===== config.mk =====
export PLATFORM = sky130hd
export DESIGN_NAME = vu_cmd_ximm_queues
export DESIGN_NICKNAME = d
export VERILOG_FILES = /design/src/rtl/vu_cmd_ximm_queues.sv
export SDC_FILE = /design/constraint.sdc
export NUM_CORES = 1
export LEC_CHECK = 0
export BUFFER_PORTS_ARGS = -buffer_cell sky130_fd_sc_hd__buf_2
export CAP_MARGIN = 20
export CORE_ASPECT_RATIO = 1.5
export CORE_UTILIZATION = 55
export CTS_CLUSTER_DIAMETER = 80
export DETAILED_ROUTE_END_ITERATION = 8
export GPL_TIMING_DRIVEN = 0
export HOLD_SLACK_MARGIN = 0.1
export PLACE_DENSITY_LB_ADDON = 0.05
export SLEW_MARGIN = 20
export SYNTH_ARGS = -nofsm -noshare
export SYNTH_HDL_FRONTEND = slang
export SYNTH_HIERARCHICAL = 1
export SYNTH_SLANG_ARGS = --single-unit

===== constraint.sdc =====
create_clock -name clk -period 5.3 [get_ports clk]
set_input_delay 0.53 -clock clk [delete_from_list [all_inputs] [get_ports clk]]
set_output_delay 0.53 -clock clk [all_outputs]
set_load 0.005 [all_outputs]

===== src/rtl/vu_cmd_ximm_queues.sv =====
// vu_cmd_ximm_queues
//   Paired command / scalar-immediate queues that sit behind the vector block
//   decoder. A decoded instruction goes into cmdq, ximm1q, or both, in one
//   step. If any queue it needs is full, nothing is written and replay is
//   raised so the decoder can present the instruction again. The vector unit
//   drains each queue on its own through a valid/ready port.
//
// Ports
//   clk, reset               clock, synchronous active-high reset
//   io_valid                 decoded instruction present
//   io_sigs_enq_cmdq/ximm1q  queues this instruction needs
//   io_cmd_bits/io_imm_bits  payloads
//   io_replay, io_fire       reject / accept for this cycle (combinational)
//   io_cmdq_ready/ximm1q_ready  queue not full (from registered counts)
//   io_deq_cmd_*, io_deq_ximm1_*  head of each queue, valid/ready
//   io_cmdq_count, io_ximm1q_count  occupancy

// Circular-buffer queue. Ready comes from the registered count only, so a pop
// in the same cycle does not free a slot for a push. An empty queue does not
// pass data straight through to the output.
module vu_cmd_ximm_fifo #(
    parameter int W     = 8,
    parameter int DEPTH = 4
) (
    input  logic                     clk,
    input  logic                     reset,
    input  logic                     enq,
    input  logic [W-1:0]             enq_bits,
    output logic                     ready,
    output logic                     deq_valid,
    input  logic                     deq_ready,
    output logic [W-1:0]             deq_bits,
    output logic [$clog2(DEPTH):0]   count
);
    localparam int AW = $clog2(DEPTH);

    logic [W-1:0]  mem [DEPTH];
    logic [AW-1:0] wr_ptr, rd_ptr;
    logic          do_deq;

    assign ready     = count < (AW+1)'(DEPTH);
    assign deq_valid = count != '0;
    assign deq_bits  = mem[rd_ptr];
    assign do_deq    = deq_valid & deq_ready;

    // Storage is not reset. The caller gates enq with fire, and fire is low
    // while reset is high.
    always_ff @(posedge clk) begin
        if (enq) mem[wr_ptr] <= enq_bits;
    end

    always_ff @(posedge clk) begin
        if (reset) begin
            wr_ptr <= '0;
            rd_ptr <= '0;
            count  <= '0;
        end else begin
            if (enq)    wr_ptr <= wr_ptr + AW'(1);
            if (do_deq) rd_ptr <= rd_ptr + AW'(1);
            case ({enq, do_deq})
                2'b10:   count <= count + 1'b1;
                2'b01:   count <= count - 1'b1;
                default: count <= count;
            endcase
        end
    end
endmodule

module vu_cmd_ximm_queues #(
    parameter int CMD_W        = 20,
    parameter int IMM_W        = 64,
    parameter int CMDQ_DEPTH   = 4,
    parameter int XIMM1Q_DEPTH = 4
) (
    input  logic                            clk,
    input  logic                            reset,
    input  logic                            io_valid,
    input  logic                            io_sigs_enq_cmdq,
    input  logic                            io_sigs_enq_ximm1q,
    input  logic [CMD_W-1:0]                io_cmd_bits,
    input  logic [IMM_W-1:0]                io_imm_bits,
    output logic                            io_replay,
    output logic                            io_fire,
    output logic                            io_cmdq_ready,
    output logic                            io_ximm1q_ready,
    output logic                            io_deq_cmd_valid,
    input  logic                            io_deq_cmd_ready,
    output logic [CMD_W-1:0]                io_deq_cmd_bits,
    output logic                            io_deq_ximm1_valid,
    input  logic                            io_deq_ximm1_ready,
    output logic [IMM_W-1:0]                io_deq_ximm1_bits,
    output logic [$clog2(CMDQ_DEPTH):0]     io_cmdq_count,
    output logic [$clog2(XIMM1Q_DEPTH):0]   io_ximm1q_count
);
    logic blocked;

    // Decide accept or reject for both queues together, so that an instruction
    // is written to all the queues it needs or to none of them.
    // While reset is high, every valid instruction is replayed.
    assign blocked   = (io_sigs_enq_cmdq   & ~io_cmdq_ready) |
                       (io_sigs_enq_ximm1q & ~io_ximm1q_ready);
    assign io_replay = io_valid & (reset | blocked);
    assign io_fire   = io_valid & ~io_replay;

    vu_cmd_ximm_fifo #(.W(CMD_W), .DEPTH(CMDQ_DEPTH)) u_cmdq (
        .clk       (clk),
        .reset     (reset),
        .enq       (io_fire & io_sigs_enq_cmdq),
        .enq_bits  (io_cmd_bits),
        .ready     (io_cmdq_ready),
        .deq_valid (io_deq_cmd_valid),
        .deq_ready (io_deq_cmd_ready),
        .deq_bits  (io_deq_cmd_bits),
        .count     (io_cmdq_count)
    );

    vu_cmd_ximm_fifo #(.W(IMM_W), .DEPTH(XIMM1Q_DEPTH)) u_ximm1q (
        .clk       (clk),
        .reset     (reset),
        .enq       (io_fire & io_sigs_enq_ximm1q),
        .enq_bits  (io_imm_bits),
        .ready     (io_ximm1q_ready),
        .deq_valid (io_deq_ximm1_valid),
        .deq_ready (io_deq_ximm1_ready),
        .deq_bits  (io_deq_ximm1_bits),
        .count     (io_ximm1q_count)
    );
endmodule


After elaboration in Yosys (flattened, before gate mapping):

Memory sizes are Yosys's and may differ from the RTL's. A register that Yosys moved wholly into a read port is not among the register bits.
Cells that the tools add are included.

* register bits after elaboration: 14
* bits in writable memories: 336
* bits of input ports: 91
* word-level logic and storage cells: 49
* memories: 2

Memory list
* u_ximm1q.mem: depth 4, bits a word 64, rd ports 1, clocked after Yosys merged registers in 1, write ports 1, line 37 `logic [W-1:0] mem [DEPTH];`
* u_cmdq.mem: depth 4, bits a word 20, rd ports 1, clocked after Yosys merged registers in 1, write ports 1, line 37

* add/sub/neg operators: 8
* order comparisons: 2
* eq/ne operators: 4
* multiplexer cells: 10
* bitwise logic cells: 13
* reduce and logical (&&, ||, !) cells: 4

Operators by type and width (count)
* 3-bit case mux with 2 select lines: 2
* 2-bit by 1-bit adder with 2-bit output, second input constant: 4
* 1-bit AND: 8
* 2-bit 2-to-1 mux: 4
* 3-bit by 1-bit adder with 3-bit output, second input constant: 2
* 3-bit less-than comparator, second input constant: 2
* 3-bit nonzero test: 2
* 3-bit by 1-bit subtractor with 3-bit output, second input constant: 2
* 2-bit by 1-bit equality test with 1-bit output, second input constant: 2
* 2-bit equality test, second input constant: 2
* 1-bit 2-to-1 mux: 4
* 2-bit nonzero test: 2
* 1-bit inverter: 3
* 1-bit bitwise OR: 2

Longest topological paths before layout:

Gate-level depths: netlist of run 1.

* word-level depth: 11
* depth in mapped cells: 10
* gate-level depth less buffers: 10

Cells and area by module:

The synthesis of run 1 kept the hierarchy.

Modules (own cells, without submodules)
* vu_cmd_ximm_fifo at u_ximm1q: instances 1, cells an instance 382, area each 9755.6 um^2, sequential area each 7867.5 um^2
* vu_cmd_ximm_fifo at u_cmdq: instances 1, cells an instance 152, area each 3330.7 um^2, sequential area each 2582.5 um^2
* vu_cmd_ximm_queues: instances 1, cells an instance 9, area each 52.6 um^2, sequential area each 0.0 um^2

Least setup slack after synthesis of run 1:

Ideal clock, no wire load.

* kind: input to register
* start point: input port io_sigs_enq_cmdq
* end point: memory u_ximm1q/mem[0][0] in the netlist's numbering (enable)
* setup time: 429 ps
* arrival: 2770 ps
* path slack: 2102 ps
* cell stages on the path: 3
* buffers on the path: 0
* cells stage by stage: nor2b_2 nor3_1 and2_1

* word-level cells in the longest chain between the ends: 9

RTL lines
* start, declared: line 78 `input logic io_sigs_enq_cmdq,`
* 1-bit AND: line 100 `assign blocked = (io_sigs_enq_cmdq & ~io_cmdq_ready) |`
* 1-bit bitwise OR: line 100
* 1-bit bitwise OR: line 102 `assign io_replay = io_valid & (reset | blocked);`
* 1-bit AND: line 102
* 1-bit inverter: line 103 `assign io_fire = io_valid & ~io_replay;`
* 1-bit AND: line 103
* 1-bit AND: line 120 `.enq (io_fire & io_sigs_enq_ximm1q),`
* 1-bit 2-to-1 mux: line 49 `if (enq) mem[wr_ptr] <= enq_bits;`
* 1-bit 2-to-1 mux (not written as such): line 49
* end, declared: line 37

No other way between the ends.

Worst setup path after layout of run 1:

* start point: register u_cmdq.count[2]
* end point: memory u_ximm1q/mem[3][30] in the netlist's numbering (enable)

* word-level cells in the longest chain between the ends: 11

RTL lines
* start, declared: line 33 `output logic [$clog2(DEPTH):0] count`
* start signal, assigned: line 61 `2'b10: count <= count + 1'b1;`
* start signal, assigned: line 62 `2'b01: count <= count - 1'b1;`
* start signal, assigned: line 63 `default: count <= count;`
* 3-bit less-than comparator: line 41 `assign ready = count < (AW+1)'(DEPTH);`
* 1-bit inverter: line 100
* 1-bit AND: line 100
* 1-bit bitwise OR: line 100
* 1-bit bitwise OR: line 102
* 1-bit AND: line 102
* 1-bit inverter: line 103
* 1-bit AND: line 103
* 1-bit AND: line 120
* 1-bit 2-to-1 mux: line 49
* 1-bit 2-to-1 mux (not written as such): line 49

No other way between the ends.

==> run metrics, run 1 <==
Reg2Reg Setup Slack ~2700 ps; # clock sinks around 350; RSZ-0062 raised after global routing no; Final min period between 2000 and 3000 ps; CP Cell Sequence inv_1 > nor2b_2 > nor3_1 > and2_4 > buf_12; post-synthesis cell type count 29; most frequent cell after synthesis edfxtp_1; Clock Pin Slew Worst Setup and Hold Paths roughly 60 ps; top-area cell type share of the netlist area roughly 77%; sequential share of the synthesized area 79.5%; routed vias/inst between 5 and 6; syn avg cell area around 24 µm²; die area roughly 25000 µm²; cell taking the most area after synthesis edfxtp_1; detailed-route wire length about 23000 µm; vias in the first global route roughly 6500; cells after synthesis between 500 and 600; post-CTS setup buffer count 0; Tot Pwr approximately 0.0067 W; Core Footprint 23200 µm²; row count 68; Synth async-reset ratio 0%; H-tree depth 1; post-CTS sizing 0; Root Driver clkbuf_16; Lkg Pwr about 5.3 nW; CTS buffer count 31; Final Wtd Congestion ~0.77; Clock Skew ~9.3 ps; initial antenna violation count 1; Synth warnings 6; clock tree buffer depth 3; crit end category register; synth-to-layout area growth 19.2%; setup TNS 0 ps; Mapped Nets 646; drt first pass iters 4; peak per-stage delay on the critical path a little over 700 ps; PortBufs 186; CP Class reg2reg; vias roughly 6000; antenna viol nets, final 0; post-layout net count between 800 and 900; largest net degree at the start of global routing 48; GRT Total Usage between 10% and 20%; CTS Hold Bufs 0; max-cap violations 0; DRT iter0 DRCs about 330; die height 191 µm; Post-DP HPWL 15100 µm; global-route wire length before repair roughly 35000 µm; Post-synth EDFFs between 300 and 400; Max Slew Vio Count 0; Worst VDD drop approximately 0.00036 V; Post-Syn Area around 13000 µm²; top area cells in the synthesized netlist edfxtp_1, mux4_2, dfxtp_1; post-route DRC violation count 0; Hold Vio Cnt, Final 0; Remaining Overflow, GRT 0; Worst Path Arrival 2770 ps; filler instances 1514; Synth Flop Type edfxtp_1; maximum fanout along the worst path 36; #FFs+latches synth between 300 and 400; die width between 100 and 150 µm; worst-path cell with the longest stage delay nor3_1; Tightest Hold Check Type in2reg; drt wl/cell approximately 21 µm; worst rel slew slack between 20% and 30%; IO Pins about 190; CP required between 5000 and 6000 ps; crit path launch type register; Initial Util around 57%; worst slew pin tran between 1000 and 1500 ps; fmax 392 MHz; synth cell count leaders edfxtp_1, mux4_2, dfxtp_1, nor2_1, inv_1; final setup fails 0; outcome finished, final reports clean; Power per Cell Area roughly 420 nW/µm²; CTS tree done; worst skew pair latency between 500 and 600 ps; Tcrit/Tclk final a little under 50%; layout cells sized above 1 a little over two fifths
kinds of logic after synthesis:
| logic type | share of synthesized area [%] |
|---|---|
| flops | 79.5 |
| simple gates | 1.34 |
| fa+ha+maj | 1.26 |
| buf+inv | 1.97 |
| mux | 14.7 |
| compound gates | 0.562 |
| xor+xnor | 0.667 |
per-layer routing:
| layer | track usage, % | wire, µm | up-vias |
|---|---|---|---|
| met2 | 35.9 | 12700 | 162 |
| met4 | 5.25 | 437 | 0 |
| met3 | 4.42 | 1450 | 32 |
| met1 | 21.8 | 8430 | 3083 |
| li1 | - | - | 2716 |
| met5 | 0 | 0 | - |
metrics by stage:
stage	util (%)	setup slack (ps)	cell area, µm²	instances	hold slack, ps
after floorplan	-	2100	13100	543	485
after global placement	62.3	691	14500	1044	509
after detailed placement	62.8	2470	14600	1048	522
after CTS	67.4	2700	15600	1105	178
after global routing	67.4	2610	15700	1106	185
final	67.5	2750	15700	1108	200
critical path, delay by kind of cell, from the launching register on:
family,cells,cell delay (ps)
simple gates,3,1400
flops,1,350
buf+inv,2,440
registers in the layout, indices dropped and copies added, names as in the netlist, named ones only:
register,cells
u_ximm1q/rd_ptr,2
u_ximm1q/count,3
u_cmdq/wr_ptr,2
u_cmdq/mem,80
u_ximm1q/wr_ptr,2
u_cmdq/rd_ptr,2
u_cmdq/count,3
u_ximm1q/mem,256
power breakdown:
part | switching (W) | internal [W] | leakage [nW]
Sequential | 0.0000425 | 0.00313 | 3.18
Clock | 0.000910 | 0.00140 | 0.523
Combinational | 0.000515 | 0.000654 | 1.58
cell usage in the layout (no fill, tap or decap), types with 5 or more instances in the layout:
cell type  instances
inv_1             14
ha_1              10
mux4_2            80
clkinv_2           5
edfxtp_1         336
clkbuf_16         31
clkinv_1           5
buf_12             7
buf_2            194
dfxtp_1           18
xor2_1             6
nor2_1            16
bufinv_16          6
clkbuf_1           8
layout make-up:
class | count | area, µm² | area share (%)
sequential | 354 | 10500 | 66.7
multi-input combinational | 155 | 2440 | 15.6
timing repair buffer | 191 | 1050 | 6.69
clock buffer | 40 | 840 | 5.36
tap | 315 | 394 | 2.52
clock inverter | 17 | 231 | 1.48
buffer | 20 | 206 | 1.32
inverter | 14 | 52.6 | 0.335
antenna | 2 | 5.00 | 0.0319
path summary, 6_finish.rpt:
check / start / endpoint / depth (start not counted)
max: u_cmdq/count[2] / u_ximm1q/mem[3][30] / 5
min: io_cmd_bits[4] / u_cmdq/mem[0][4] / 1
min reg2reg: u_cmdq/rd_ptr[1] / register / 2
max reg2reg: u_cmdq/count[2] / u_ximm1q/mem[3][30] / 5
Power figures use the tool's default switching activity.
==> inputs of run 2 (changes only) <==
CORE_UTILIZATION = 51   (was 55)
clock period = 2.3 ns   (was 5.3 ns; I/O delays follow)
==> run metrics, run 2 (synthesis results as in run 1) <==
outcome finished, final reports clean; Lkg Pwr 5.64 nW; Hold Vio Cnt, Final 0; filler instances roughly 1800; area of the multi-input gates between 2000 and 2500 µm²; PortBufs ~190; Clock Pin Slew Worst Setup and Hold Paths 60 ps; post-layout net count just under 1000; crit end category primary output; Tcrit/Tclk final a little over nine tenths; antenna viol nets, final 0; vias in the first global route 7070; H-tree depth 2; final setup fails 0; routed vias/inst between 5 and 6; largest net degree at the start of global routing 42; post-route insts no fill between 1000 and 1500; Clock Skew around 11 ps; placed cell area roughly 15000 µm²; max-cap violations 0; Remaining Overflow, GRT 0; Setup Slack @ Placement -346 ps; post-route DRC violation count 0; Final min period 2160 ps; layout cells sized above 1 39.2%; CTS buffer count 35; CP Class reg2out; Worst VDD drop 0.000665 V; drt first pass iters 4; Power per Cell Area about 900 nW/µm²; clock tree buffer depth 3; initial antenna violation count 0; register area about 10000 µm²; detailed-route wire length around 24000 µm; setup ws final 139 ps; maximum fanout along the worst path 10; die width ~130 µm; crit path launch type register; Core Footprint ~25000 µm²; RSZ-0062 raised after global routing no; max reg flops about 260; CTS tree done; global-route wire length before repair between 30000 and 40000 µm; GRT Total Usage between 15 and 20%; Worst Path Arrival between 1500 and 2000 ps; Finished Cell Area between 15000 and 20000 µm²; most common cell after layout, fill and taps aside edfxtp_1; most frequent cells in the layout edfxtp_1, buf_2, dlygate4sd3_1; row count 71; Root Driver clkbuf_16; Initial Util a little over half; biggest regs u_ximm1q/mem x256, u_cmdq/mem x80; CP required a little over 2000 ps; worst slew pin tran 588 ps; Max Slew Vio Count 0; IO Pins 187; number of diodes 0; die area 26400 µm²; drt wl/cell ~20 µm; Tightest Hold Check Type in2reg; Finished Core Util 65.6%; Post-DP HPWL roughly 15000 µm; worst rel slew slack roughly 61%; Final Wtd Congestion 0.746; worst skew pair latency slightly above 500 ps; Biggest register u_ximm1q/mem; DRT iter0 DRCs 265; die height between 150 and 200 µm; synth-to-layout area growth 25.9%; # clock sinks around 350; placed cell count roughly 1100; vias 6384; fmax 463 MHz
run 2: cell count changes in the layout (fill, tap and decap cells not counted), sizes merged:
cell         delta
buf             +1
bufinv          -5
clkinv          +4
diode           -2
and2            +2
clkinvlp        -1
clkbuf          +6
dlygate4sd3    +84
run 2: power breakdown:
part	leakage (nW)	switching (W)	internal, W	total (W)
clock	0.507	0.00216	0.00303	0.00519
combinational	1.95	0.00122	0.00161	0.00283
sequential	3.18	0.0000942	0.00722	0.00732
total	5.64	0.00347	0.0119	0.0153
run 2: layer usage:
| layer | routed length, µm | up-vias | share of wire, % | track usage, % |
|---|---|---|---|---|
| met5 | 0 | - | 0 | 0 |
| met4 | 609 | 0 | 2.5 | 6.81 |
| met3 | 1400 | 43 | 5.7 | 4.31 |
| met2 | 13600 | 191 | 56 | 36.3 |
| met1 | 8800 | 3249 | 36 | 22.1 |
| li1 | - | 2901 | - | - |
run 2: timing repair:
| action | CTS | global route |
|---|---|---|
| setup endpoints to repair | 293 | 84 |
| hold buffers | 84 | 0 |
| hold endpoints to repair | 336 | 0 |
| gates resized for setup | 8 | 5 |
| pin swaps | 2 | 1 |
| gates cloned | 2 | 0 |
| buffers inserted | 0 | 2 |
run 2: metrics by stage:
stage / TNS (ps) / hold slack, ps / total power, W
after CTS: 0 / 150 / 0.0155
after detailed placement: -68470 / 446 / 0.0102
after global routing: 0 / 179 / 0.0160
after global placement: -234050 / 438 / 0.0101
final: 0 / 165 / 0.0153
after floorplan: -18690 / 329 / 0.00924
run 2: layout make-up:
type                       count  share of cell area (%)
tap                          328                    2.48
sequential                   354                    63.2
clock inverter                15                   0.514
inverter                      14                   0.318
timing repair buffer         276                    11.4
multi-input combinational    157                    15.1
buffer                        20                    1.25
clock buffer                  46                    5.80
run 2: final timing paths:
path | slack [ps] | to | cells past startpoint | from
worst max-delay path | 140 | io_deq_ximm1_bits[54] | 4 | register
worst min register to register | 510 | u_cmdq/count[2] | 2 | u_cmdq/count[2]
worst min-delay path | 170 | u_cmdq/rd_ptr[1] | 4 | io_deq_cmd_ready
worst max register to register | 150 | u_ximm1q/count[2] | 10 | u_cmdq/count[2]
run 2: worst max-delay path: stages, from the launching register on:
cell      delay [ps]
dfxtp_1          310
clkbuf_2         270
buf_2            340
mux4_2           360
buf_2            150
==> inputs of run 3 (changes only) <==
ABC_AREA = 1   (was unset)
CORE_UTILIZATION = 55   (was 51)
clock period = 2.58 ns   (was 2.3 ns; I/O delays follow)
==> run metrics, run 3 <==
syn avg cell area between 10 and 15 µm²; max reg flops about 260; drt wl/cell between 15 and 20 µm; top area cells in the synthesized netlist edfxtp_1, nor2_1, o22ai_1; Worst Path Arrival between 2000 and 2500 ps; most common cell after layout, fill and taps aside edfxtp_1; # clock sinks approximately 350; final setup fails 0; largest net degree at the start of global routing 30; initial antenna violation count 1; Post-synth EDFFs 336; die area 25100 µm²; R2R Path Start u_ximm1q/count[2]; GRT Total Usage between 20% and 30%; drt first pass iters 4; vias in the first global route a little under 9000; Worst Hold Path EP u_cmdq/wr_ptr[0]; cell taking the most area after synthesis edfxtp_1; WHS Path Cells 5; clock tree buffer depth 3; CP Class reg2out; Power per Cell Area 826 nW/µm²; vias between 8000 and 9000; die height 193 µm; max-cap violations 0; top-area cell type share of the netlist area 75.1%; Max Slew Vio Count 0; Worst VDD drop 0.000620 V; Initial Util between 50% and 60%; #FFs+latches synth approximately 350; Finished Core Util between 70% and 80%; post-synthesis cell type count 24; global-route wire length before repair 45000 µm; Final min period 2380 ps; IO Pins 187; Clock Skew between 15 and 20 ps; detailed-route wire length between 20000 and 30000 µm; Post-Syn Area between 10000 and 15000 µm²; post-layout net count between 1000 and 1500; CP required between 2000 and 2500 ps; Tightest Hold Check Type in2reg; Post-DP HPWL 18300 µm; most frequent cell after synthesis edfxtp_1; outcome finished, final reports clean; die width around 130 µm; CTS buffer count 31; Synth Flop Type edfxtp_1; layout cells sized above 1 between 20% and 30%; Mapped Nets roughly 1100; Remaining Overflow, GRT 0; antenna viol nets, final 0; H-tree depth 1; R2R Path End u_ximm1q/mem[2][9]; fmax around 420 MHz; Tot Pwr about 0.014 W; crit path launch type register; FF-to-FF path depth 9; Core Footprint ~24000 µm²; synth cell count leaders edfxtp_1, nor2_1, o21ai_1, o22ai_1, o21ai_0; crit end category primary output; row count 69; synth-to-layout area growth 25.0%; post-route DRC violation count 0; Reg2Reg Setup Slack around 320 ps; Synth async-reset ratio 0%; Clock Pin Slew Worst Setup and Hold Paths 60 ps; Final Wtd Congestion between 0.7 and 0.8; sequential share of the synthesized area about 80%; Synth warnings 6; RSZ-0062 raised after global routing no; worst skew pair latency around 560 ps; Root Driver clkbuf_16; maximum fanout along the worst path 10; DRT iter0 DRCs around 480; Lkg Pwr about 6.1 nW; PortBufs between 150 and 200; Tcrit/Tclk final between 90 and 100%; Hold Vio Cnt, Final 0; worst hold start io_sigs_enq_cmdq; worst slew pin tran between 900 and 1000 ps; worst rel slew slack between 30% and 40%; cells after synthesis between 900 and 1000; routed vias/inst 5.40; Biggest register u_ximm1q/mem; most frequent cells in the layout edfxtp_1, buf_2, nor2_1; biggest regs u_ximm1q/mem x256, u_cmdq/mem x80; CTS tree done
## run 3: cell count changes in the layout (fill, tap and decap cells not counted), moves of 11 or more
| cell | delta |
|---|---|
| buf_6 | +11 |
| clkbuf_1 | +17 |
| inv_1 | +22 |
| mux4_2 | -80 |
| nand2_1 | +24 |
| nor2_1 | +162 |
| o21ai_0 | +78 |
| o21ai_1 | +96 |
| o22ai_1 | +84 |
## run 3: what timing repair did
action,in CTS,in global routing
buffers inserted,0,0
endpoints found under the hold margin,352,0
hold buffers,88,0
resized for setup,0,0
## run 3: area by class of cell
type / instances / area, µm²
diodes: 1 / 2.50
plain buffers: 53 / 338
clock buffers: 45 / 868
clock inverters: 13 / 95.1
fillers: 1690 / 7040
inverters: 43 / 179
multi-input cells: 501 / 2480
flip-flops and latches: 354 / 10500
well taps: 319 / 399
repair buffers: 282 / 1980
## run 3: kinds of logic (layout without fill, tap and decap cells)
group	count (synthesis)	in the layout	synth area share, %
fa+ha+maj	12	12	1.23
buf+inv	96	436	3.74
simple gates	217	217	6.29
flops	354	354	77.8
other cells	0	1	0
compound gates	272	272	10.9
## run 3: through the flow
stage / hold slack, ps / area [µm²] / TNS, ps / cells / worst slack [ps]
finish: 206 / 16800 / 0 / 1611 / 195
global route: 255 / 16800 / 0 / 1611 / 75.8
CTS: 181 / 16800 / 0 / 1610 / 139
detailed placement: 473 / 14900 / 0 / 1464 / 284
global placement: 463 / 14800 / -109060 / 1456 / -472
floorplan: 357 / 13400 / 0 / 951 / 458
## run 3: where the power goes
part	leakage [nW]	switching (W)	total [W]	internal, W
combinational	2.46	0.00183	0.00303	0.00119
clock	0.471	0.00189	0.00432	0.00243
sequential	3.18	0.0000690	0.00652	0.00645
## run 3: worst max-delay path, stage by stage (launching register included)
cell	delay, ps
dfxtp_1	340
buf_4	200
clkbuf_1	400
o21ai_0	160
o22ai_1	310
buf_2	180
## run 3: layer usage
layer | vias to the layer above | wire length [µm] | GRT usage [%]
met5 | - | 0 | 0
met4 | 0 | 692 | 8.14
met3 | 54 | 1930 | 4.51
met2 | 273 | 15500 | 42.9
met1 | 4225 | 11100 | 27.2
li1 | 4142 | - | -
## run 3: worst max-delay path by stage
stage	start	endpoint	slack, ps	cells after the start
6_report	register	io_deq_ximm1_bits[38]	200	5
5_1_grt	register	io_deq_ximm1_bits[21]	80	5
4_1_cts	register	io_deq_ximm1_bits[38]	140	5
3_5_place_dp	u_ximm1q/count[2]	u_ximm1q/mem[2][3]	280	9
3_3_place_gp	u_ximm1q/count[2]	u_ximm1q/mem[0][3]	-470	7
2_1_floorplan	u_ximm1q/count[2]	u_ximm1q/mem[0][0]	460	7
